### src/rtl/traffic_light_pkg.sv
// Shared definitions for the traffic light controller and its phase timer.
package traffic_light_pkg;

  // Phase encodings shared with the FSM; the config select reuses them.
  typedef enum logic [1:0] {
    PH_IDLE   = 2'b00,
    PH_RED    = 2'b01,
    PH_GREEN  = 2'b10,
    PH_YELLOW = 2'b11
  } phase_e;

  localparam int CNT_W_DEF     = 8;
  localparam int PRESC_W_DEF   = 16;
  localparam int PRESC_DIV_DEF = 50000;
  localparam int RED_DEF_T     = 30;
  localparam int YELLOW_DEF_T  = 5;
  localparam int GREEN_DEF_T   = 25;

endpackage

### src/rtl/traffic_light_timer_if.sv
// Duration configuration port: valid/ready write of one phase duration.
interface traffic_light_timer_if
  import traffic_light_pkg::*;
#(
  parameter int CNT_W = CNT_W_DEF
);
  logic             cfg_valid;
  logic [1:0]       cfg_sel;
  logic [CNT_W-1:0] cfg_data;
  logic             cfg_ready;

  modport master (output cfg_valid, cfg_sel, cfg_data, input cfg_ready);
  modport slave  (input cfg_valid, cfg_sel, cfg_data, output cfg_ready);
endinterface

### src/rtl/traffic_light_timer_tick_prescaler.sv
// Divides clk down to a one-cycle tick every PRESC_DIV cycles; clear restarts the period.
module tick_prescaler
  import traffic_light_pkg::*;
#(
  parameter int PRESC_W   = PRESC_W_DEF,
  parameter int PRESC_DIV = PRESC_DIV_DEF
) (
  input  logic clk,
  input  logic reset_b,
  input  logic clear,
  output logic tick
);

  localparam logic [PRESC_W-1:0] DIV_M1 = PRESC_W'(PRESC_DIV - 1);

  logic [PRESC_W-1:0] presc_r;

  // Prescale counter: clear wins over the natural wrap.
  always_ff @(posedge clk or negedge reset_b) begin
    if (!reset_b) begin
      presc_r <= '0;
    end else if (clear) begin
      presc_r <= '0;
    end else if (presc_r == DIV_M1) begin
      presc_r <= '0;
    end else begin
      presc_r <= presc_r + PRESC_W'(1);
    end
  end

  assign tick = (presc_r == DIV_M1);

endmodule

### src/rtl/traffic_light_timer.sv
// Phase timer: counts ticks in the current light phase and flags when the programmed duration is reached.
module traffic_light_timer
  import traffic_light_pkg::*;
#(
  parameter int CNT_W      = CNT_W_DEF,
  parameter int PRESC_W    = PRESC_W_DEF,
  parameter int PRESC_DIV  = PRESC_DIV_DEF,
  parameter int RED_DEF    = RED_DEF_T,
  parameter int YELLOW_DEF = YELLOW_DEF_T,
  parameter int GREEN_DEF  = GREEN_DEF_T
) (
  input  logic                  clk,
  input  logic                  reset_b,
  input  logic                  clear,
  input  logic                  red,
  input  logic                  yellow,
  input  logic                  green,
  traffic_light_timer_if.slave  cfg,
  output logic                  eq_red_time,
  output logic                  eq_yellow_time,
  output logic                  eq_green_time,
  output logic [CNT_W-1:0]      count
);

  localparam logic [CNT_W-1:0] CNT_MAX = '1;

  // A zero duration would never let the phase run at all, so it is promoted to one tick.
  function automatic logic [CNT_W-1:0] nonzero_dur(input logic [CNT_W-1:0] d);
    return (d == '0) ? CNT_W'(1) : d;
  endfunction

  logic             tick_s;
  logic             accept_s;
  logic             apply_s;
  logic [CNT_W-1:0] count_r;
  logic [CNT_W-1:0] dur_red_r;
  logic [CNT_W-1:0] dur_yellow_r;
  logic [CNT_W-1:0] dur_green_r;
  logic             pend_valid_r;
  phase_e           pend_sel_r;
  logic [CNT_W-1:0] pend_data_r;

  tick_prescaler #(
    .PRESC_W   (PRESC_W),
    .PRESC_DIV (PRESC_DIV)
  ) u_presc (
    .clk     (clk),
    .reset_b (reset_b),
    .clear   (clear),
    .tick    (tick_s)
  );

  assign accept_s = cfg.cfg_valid & ~pend_valid_r;
  assign apply_s  = clear & pend_valid_r;

  // Phase counter, saturating so an overshooting phase keeps its flag.
  always_ff @(posedge clk or negedge reset_b) begin
    if (!reset_b) begin
      count_r <= '0;
    end else if (clear) begin
      count_r <= '0;
    end else if (tick_s && (count_r != CNT_MAX)) begin
      count_r <= count_r + CNT_W'(1);
    end
  end

  // Single-entry pending buffer; reserved selects are consumed without being stored.
  always_ff @(posedge clk or negedge reset_b) begin
    if (!reset_b) begin
      pend_valid_r <= 1'b0;
      pend_sel_r   <= PH_IDLE;
      pend_data_r  <= '0;
    end else if (apply_s) begin
      pend_valid_r <= 1'b0;
    end else if (accept_s && (cfg.cfg_sel != 2'b00)) begin
      pend_valid_r <= 1'b1;
      pend_sel_r   <= phase_e'(cfg.cfg_sel);
      pend_data_r  <= cfg.cfg_data;
    end
  end

  // Active durations change only at a phase boundary so a running phase keeps its length.
  always_ff @(posedge clk or negedge reset_b) begin
    if (!reset_b) begin
      dur_red_r    <= CNT_W'(RED_DEF);
      dur_yellow_r <= CNT_W'(YELLOW_DEF);
      dur_green_r  <= CNT_W'(GREEN_DEF);
    end else if (apply_s) begin
      case (pend_sel_r)
        PH_RED:    dur_red_r    <= nonzero_dur(pend_data_r);
        PH_GREEN:  dur_green_r  <= nonzero_dur(pend_data_r);
        PH_YELLOW: dur_yellow_r <= nonzero_dur(pend_data_r);
        default:   dur_red_r    <= dur_red_r;
      endcase
    end
  end

  assign cfg.cfg_ready   = ~pend_valid_r;
  assign count           = count_r;
  assign eq_red_time     = red    & (count_r >= dur_red_r);
  assign eq_yellow_time  = yellow & (count_r >= dur_yellow_r);
  assign eq_green_time   = green  & (count_r >= dur_green_r);

endmodule

### src/flat_wrapper.sv
// flat-port wrapper written by rule: the top's interface ports become plain ports
module traffic_light_timer_flat import traffic_light_pkg::*;
#(
  parameter int CNT_W      = CNT_W_DEF,
  parameter int PRESC_W    = PRESC_W_DEF,
  parameter int PRESC_DIV  = PRESC_DIV_DEF,
  parameter int RED_DEF    = RED_DEF_T,
  parameter int YELLOW_DEF = YELLOW_DEF_T,
  parameter int GREEN_DEF  = GREEN_DEF_T
)
  (clk, reset_b, clear, red, yellow, green, eq_red_time, eq_yellow_time, eq_green_time, count, cfg_cfg_valid, cfg_cfg_sel, cfg_cfg_data, cfg_cfg_ready);
  traffic_light_timer_if #(.CNT_W(CNT_W)) cfg_i ();
  input  logic clk;
  input  logic reset_b;
  input  logic clear;
  input  logic red;
  input  logic yellow;
  input  logic green;
  output logic eq_red_time;
  output logic eq_yellow_time;
  output logic eq_green_time;
  output logic [CNT_W-1:0] count;
  input wire logic [$bits(cfg_i.cfg_valid)-1:0] cfg_cfg_valid;
  input wire logic [$bits(cfg_i.cfg_sel)-1:0] cfg_cfg_sel;
  input wire logic [$bits(cfg_i.cfg_data)-1:0] cfg_cfg_data;
  output wire logic [$bits(cfg_i.cfg_ready)-1:0] cfg_cfg_ready;
  assign cfg_i.cfg_valid = cfg_cfg_valid;
  assign cfg_i.cfg_sel = cfg_cfg_sel;
  assign cfg_i.cfg_data = cfg_cfg_data;
  assign cfg_cfg_ready = cfg_i.cfg_ready;
  traffic_light_timer #(.CNT_W(CNT_W), .PRESC_W(PRESC_W), .PRESC_DIV(PRESC_DIV), .RED_DEF(RED_DEF), .YELLOW_DEF(YELLOW_DEF), .GREEN_DEF(GREEN_DEF)) u_core (.clk(clk), .reset_b(reset_b), .clear(clear), .red(red), .yellow(yellow), .green(green), .cfg(cfg_i), .eq_red_time(eq_red_time), .eq_yellow_time(eq_yellow_time), .eq_green_time(eq_green_time), .count(count));
endmodule
### config.mk
export PLATFORM = sky130hd
export DESIGN_NAME = traffic_light_timer_flat
export DESIGN_NICKNAME = d
export VERILOG_FILES = /design/src/rtl/traffic_light_pkg.sv /design/src/rtl/traffic_light_timer_if.sv /design/src/rtl/traffic_light_timer_tick_prescaler.sv /design/src/rtl/traffic_light_timer.sv /design/src/flat_wrapper.sv
export SDC_FILE = /design/constraint.sdc
export NUM_CORES = 1
export LEC_CHECK = 0
export ABC_CLOCK_PERIOD_IN_PS = 2500
export BUFFER_PORTS_ARGS = -buffer_cell sky130_fd_sc_hd__buf_2
export CORE_UTILIZATION = 53
export DETAILED_ROUTE_END_ITERATION = 16
export GPL_TIMING_DRIVEN = 0
export HOLD_SLACK_MARGIN = 0.06
export PLACE_DENSITY = 0.75
export SYNTH_ARGS = -nofsm -noshare
export SYNTH_HDL_FRONTEND = slang
export SYNTH_SLANG_ARGS = --single-unit
### constraint.sdc
create_clock -name clk -period 2.5 [get_ports clk]
set_clock_uncertainty 0.15 [all_clocks]
set_input_delay 0.25 -clock clk [delete_from_list [all_inputs] [get_ports clk]]
set_output_delay 0.25 -clock clk [all_outputs]
set_load 0.005 [all_outputs]
==> flow_metrics.py <==
metrics = {
    "die": {
        "die-area_sq_um": 6270,
        "initial_utilization_pct": 56.3,
        "die_w_um": 79.2,
        "core_sq_um": 5610,
        "io_pins": 29,
        "dieHeight_um": 79.2,
        "rows": 27,
    },
    "clocking": {
        "cts_htree_levels": 3,
        "root_buffer": "clkbuf_8",
        "clock-sinks": 59,
        "cts_buffers": 9,
        "worstSkewPairLatency_ns": 0.35,
        "cts_tree": "built",
        "clockBufferDepth": 2,
        "path_clk_slew_ns": 0.07,
    },
    "pwr": {
        "ir_drop_mv": 0.571,
        "p_total_w": 0.00295,
        "power_density_nw_per_um2": 773,
        "leakage_nw": 1.79,
    },
    "synth": {
        "syn_area_sq_um": 3160,
        "ys_seq_elements": 59,
        "netlist-cell-type-count": 43,
        "async_reset_ff_share_pct": 100,
        "syn_inst": 289,
        "synth_edf_count": 0,
        "synth_warnings": 0,
        "synth.avg_cell_area_sq_um": 10.9,
        "synthFlopType": "dfrtp_1",
        "ys_seq_area_share_pct": 47.1,
        "syn-num-nets": 332,
    },
    "routing": {
        "ant_nets": 0,
        "wl_per_cell_um": 15.4,
        "routed_via_density": 5.52,
        "dr.first_iter.drc_count": 124,
        "vias": 2337,
        "wl_um": 6520,
        "firstDrtPassIters": 4,
        "drc_errors": 0,
    },
    "setup_path": {
        "rr_endpoint": "u_core.u_presc.presc_r[10]",
        "end_kind": "flop",
        "startpoint_type": "flop",
        "arrival_ns": 2.50,
        "ff2ff_setup_slack_ns": 0.08,
        "crit_fanout": 10,
        "worst_ep_required_time_ns": 2.58,
        "critical_path_class": "flop to flop",
        "rr_worst_depth": 6,
        "reg2reg_from": "u_core.u_presc.presc_r[7]",
    },
    "global_route": {
        "grt_pass1_wl_um": 10400,
        "antenna_found_initial": 0,
        "grt_start_max_net_pins": 60,
        "grt_pass1_vias": 2239,
        "grt_overflow_total": 0,
        "grtUsageTotal_pct": 22.6,
    },
    "timing": {
        "worst_pin_slew_ns": 0.728,
        "finalCritPeriodShare_pct": 97.0,
        "slew_headroom_pct": 51.4,
        "holdWs_ns": 0.159,
        "fmaxAchievable_mhz": 413,
        "rsz0062_at_grt": "true",
        "hold_viol_final": 0,
        "final_max_slew_viol_count": 0,
        "min_period_ns": 2.42,
        "finalSetupViolations": 0,
    },
    "final_layout": {
        "n_antenna_cell": 0,
        "fin_util_pct": 68.0,
        "area.growth.synth_to_final_pct": 20.8,
        "finalNetCount": 389,
        "fill_cells": 426,
        "layout-drive-gt1-share_pct": 29.6,
    },
    "placed_design": {
        "portBuffers": 27,
        "place_congestion": 0.830,
        "dpl.hpwl_um": 4480,
    },
    "hold_path": {
        "whs_path_depth": 3,
        "hold_start": "cfg_cfg_valid",
        "worstHoldPathType": "input pin to flop",
        "hold-path-endpoint": "u_core.pend_sel_r[0]",
    },
    "job": {
        "max_cap_violations": 0,
    },
    "outcome": {
        "status": "complete, no violations",
    },
}
-- synth_stat cells (all sizes together) (6+ instances only) --
| cell | n | area share, % |
|---|---|---|
| a21oi | 8 | 1.3 |
| dfrtp | 50 | 40 |
| dfstp | 9 | 7.5 |
| ha | 26 | 10 |
| inv | 35 | 4.2 |
| mux2 | 33 | 12 |
| nand2 | 12 | 1.4 |
| nand3 | 10 | 1.6 |
| nor2 | 18 | 2.1 |
| nor3 | 6 | 0.95 |
| nor4 | 11 | 2.4 |
| o21ai | 7 | 1.1 |
| xnor2 | 11 | 3.1 |
-- worst max-delay path, cell delays in order (launching register included) --
cell     delay [ns]
dfrtp_1        0.41
or4bb_1        0.56
or4_4          0.52
buf_6          0.16
nand2_1        0.16
buf_2          0.25
nor2_1         0.09
-- worst max-delay path by stage --
stage | cells after the start | endpoint | from
final | 6 | u_core.u_presc.presc_r[10] | u_core.u_presc.presc_r[7]
after global routing | 6 | eq_red_time | u_core.dur_red_r[1]
after CTS | 7 | eq_green_time | u_core.count[0]
after detailed placement | 5 | u_core.count[7] | u_core.u_presc.presc_r[12]
after global placement | 5 | u_core.count[7] | u_core.u_presc.presc_r[10]
after floorplan | 5 | u_core.count[7] | u_core.u_presc.presc_r[12]
-- cells in the final DEF, fill, tap and decap left out, types with 2 or more instances in the layout --
| cell type | synthesis | final |
|---|---|---|
| o21a_1 | 3 | 3 |
| nand2_1 | 12 | 12 |
| nand4b_1 | 2 | 2 |
| a21oi_1 | 8 | 7 |
| xor2_1 | 2 | 2 |
| nor4_1 | 10 | 10 |
| o211ai_1 | 5 | 5 |
| buf_2 | 1 | 27 |
| mux2_2 | 32 | 32 |
| inv_1 | 35 | 34 |
| o21ai_0 | 7 | 7 |
| nor3_1 | 6 | 6 |
| nand3_1 | 10 | 10 |
| dfstp_2 | 9 | 9 |
| dfrtp_1 | 50 | 50 |
| clkinv_2 | 0 | 2 |
| a2111oi_4 | 0 | 2 |
| buf_4 | 0 | 9 |
| dlygate4sd3_1 | 0 | 11 |
| xnor2_1 | 11 | 11 |
| ha_1 | 26 | 26 |
| nor2b_1 | 2 | 2 |
| clkbuf_8 | 0 | 12 |
| nor2_1 | 18 | 18 |
| nand4_1 | 5 | 5 |
| and3_1 | 4 | 4 |
| clkbuf_1 | 3 | 5 |
| a21o_1 | 4 | 4 |
| nand2b_1 | 3 | 3 |
-- area by class of cell --
cell class | count | area [sq um] | share of cell area, %
multi-input cells | 190 | 1590 | 41.6
plain buffers | 5 | 27.5 | 0.722
clock inverters | 2 | 10.0 | 0.262
well taps | 72 | 90.1 | 2.36
clock buffers | 14 | 173 | 4.53
inverters | 35 | 131 | 3.44
repair buffers | 46 | 308 | 8.07
flip-flops and latches | 59 | 1490 | 39.0
-- cells by family after synthesis --
logic type                 synth area share, %
and+or+nand+nor                           14.1
DFF                                       47.1
buffers and inverters                     5.03
AOI/OAI and AO/OA                         7.69
muxes                                     12.1
adders and majority gates                 10.3
xor gates and xnor gates                  3.61
-- flip-flops by register name, summed over array words and instances, names as in the netlist --
register                flops
u_core.count                8
u_core.dur_green_r          8
u_core.dur_red_r            8
u_core.dur_yellow_r         8
u_core.pend_data_r          8
u_core.pend_sel_r           2
u_core.pend_valid_r         1
u_core.u_presc.presc_r     16
-- power by group --
group | leakage (nW) | switching [W] | internal, W
clock | 0.0965 | 0.000360 | 0.000438
combinational | 0.960 | 0.000322 | 0.000426
sequential | 0.739 | 0.000159 | 0.00124
-- timing repair --
item,4_1_cts,5_1_grt
setup endpoints to repair,4,8
endpoints found under the hold margin,10,50
setup buffers,3,5
pin swaps,1,7
hold buffers,10,1
gates resized for setup,7,8
-- per-layer routing --
| layer | share of wire (%) | up-vias | global-route usage, % |
|---|---|---|---|
| li1 | - | 1158 | - |
| met1 | 47 | 1120 | 29.7 |
| met2 | 47 | 49 | 34.8 |
| met3 | 4.0 | 10 | 6.21 |
| met4 | 2.1 | 0 | 9.82 |
| met5 | 0 | - | 0 |
-- stage by stage --
stage | setup slack (ns) | std cells | TNS [ns] | instance area, sq um
final | 0.0759 | 423 | 0 | 3810
after global routing | -0.00823 | 423 | -0.0154 | 3810
after CTS | 0.0112 | 417 | 0 | 3710
after detailed placement | -0.0381 | 388 | -0.0381 | 3380
after global placement | -0.0135 | 388 | -0.0135 | 3380
after floorplan | 0.0968 | 289 | 0 | 3160
(Power assumes the default switching activity.)
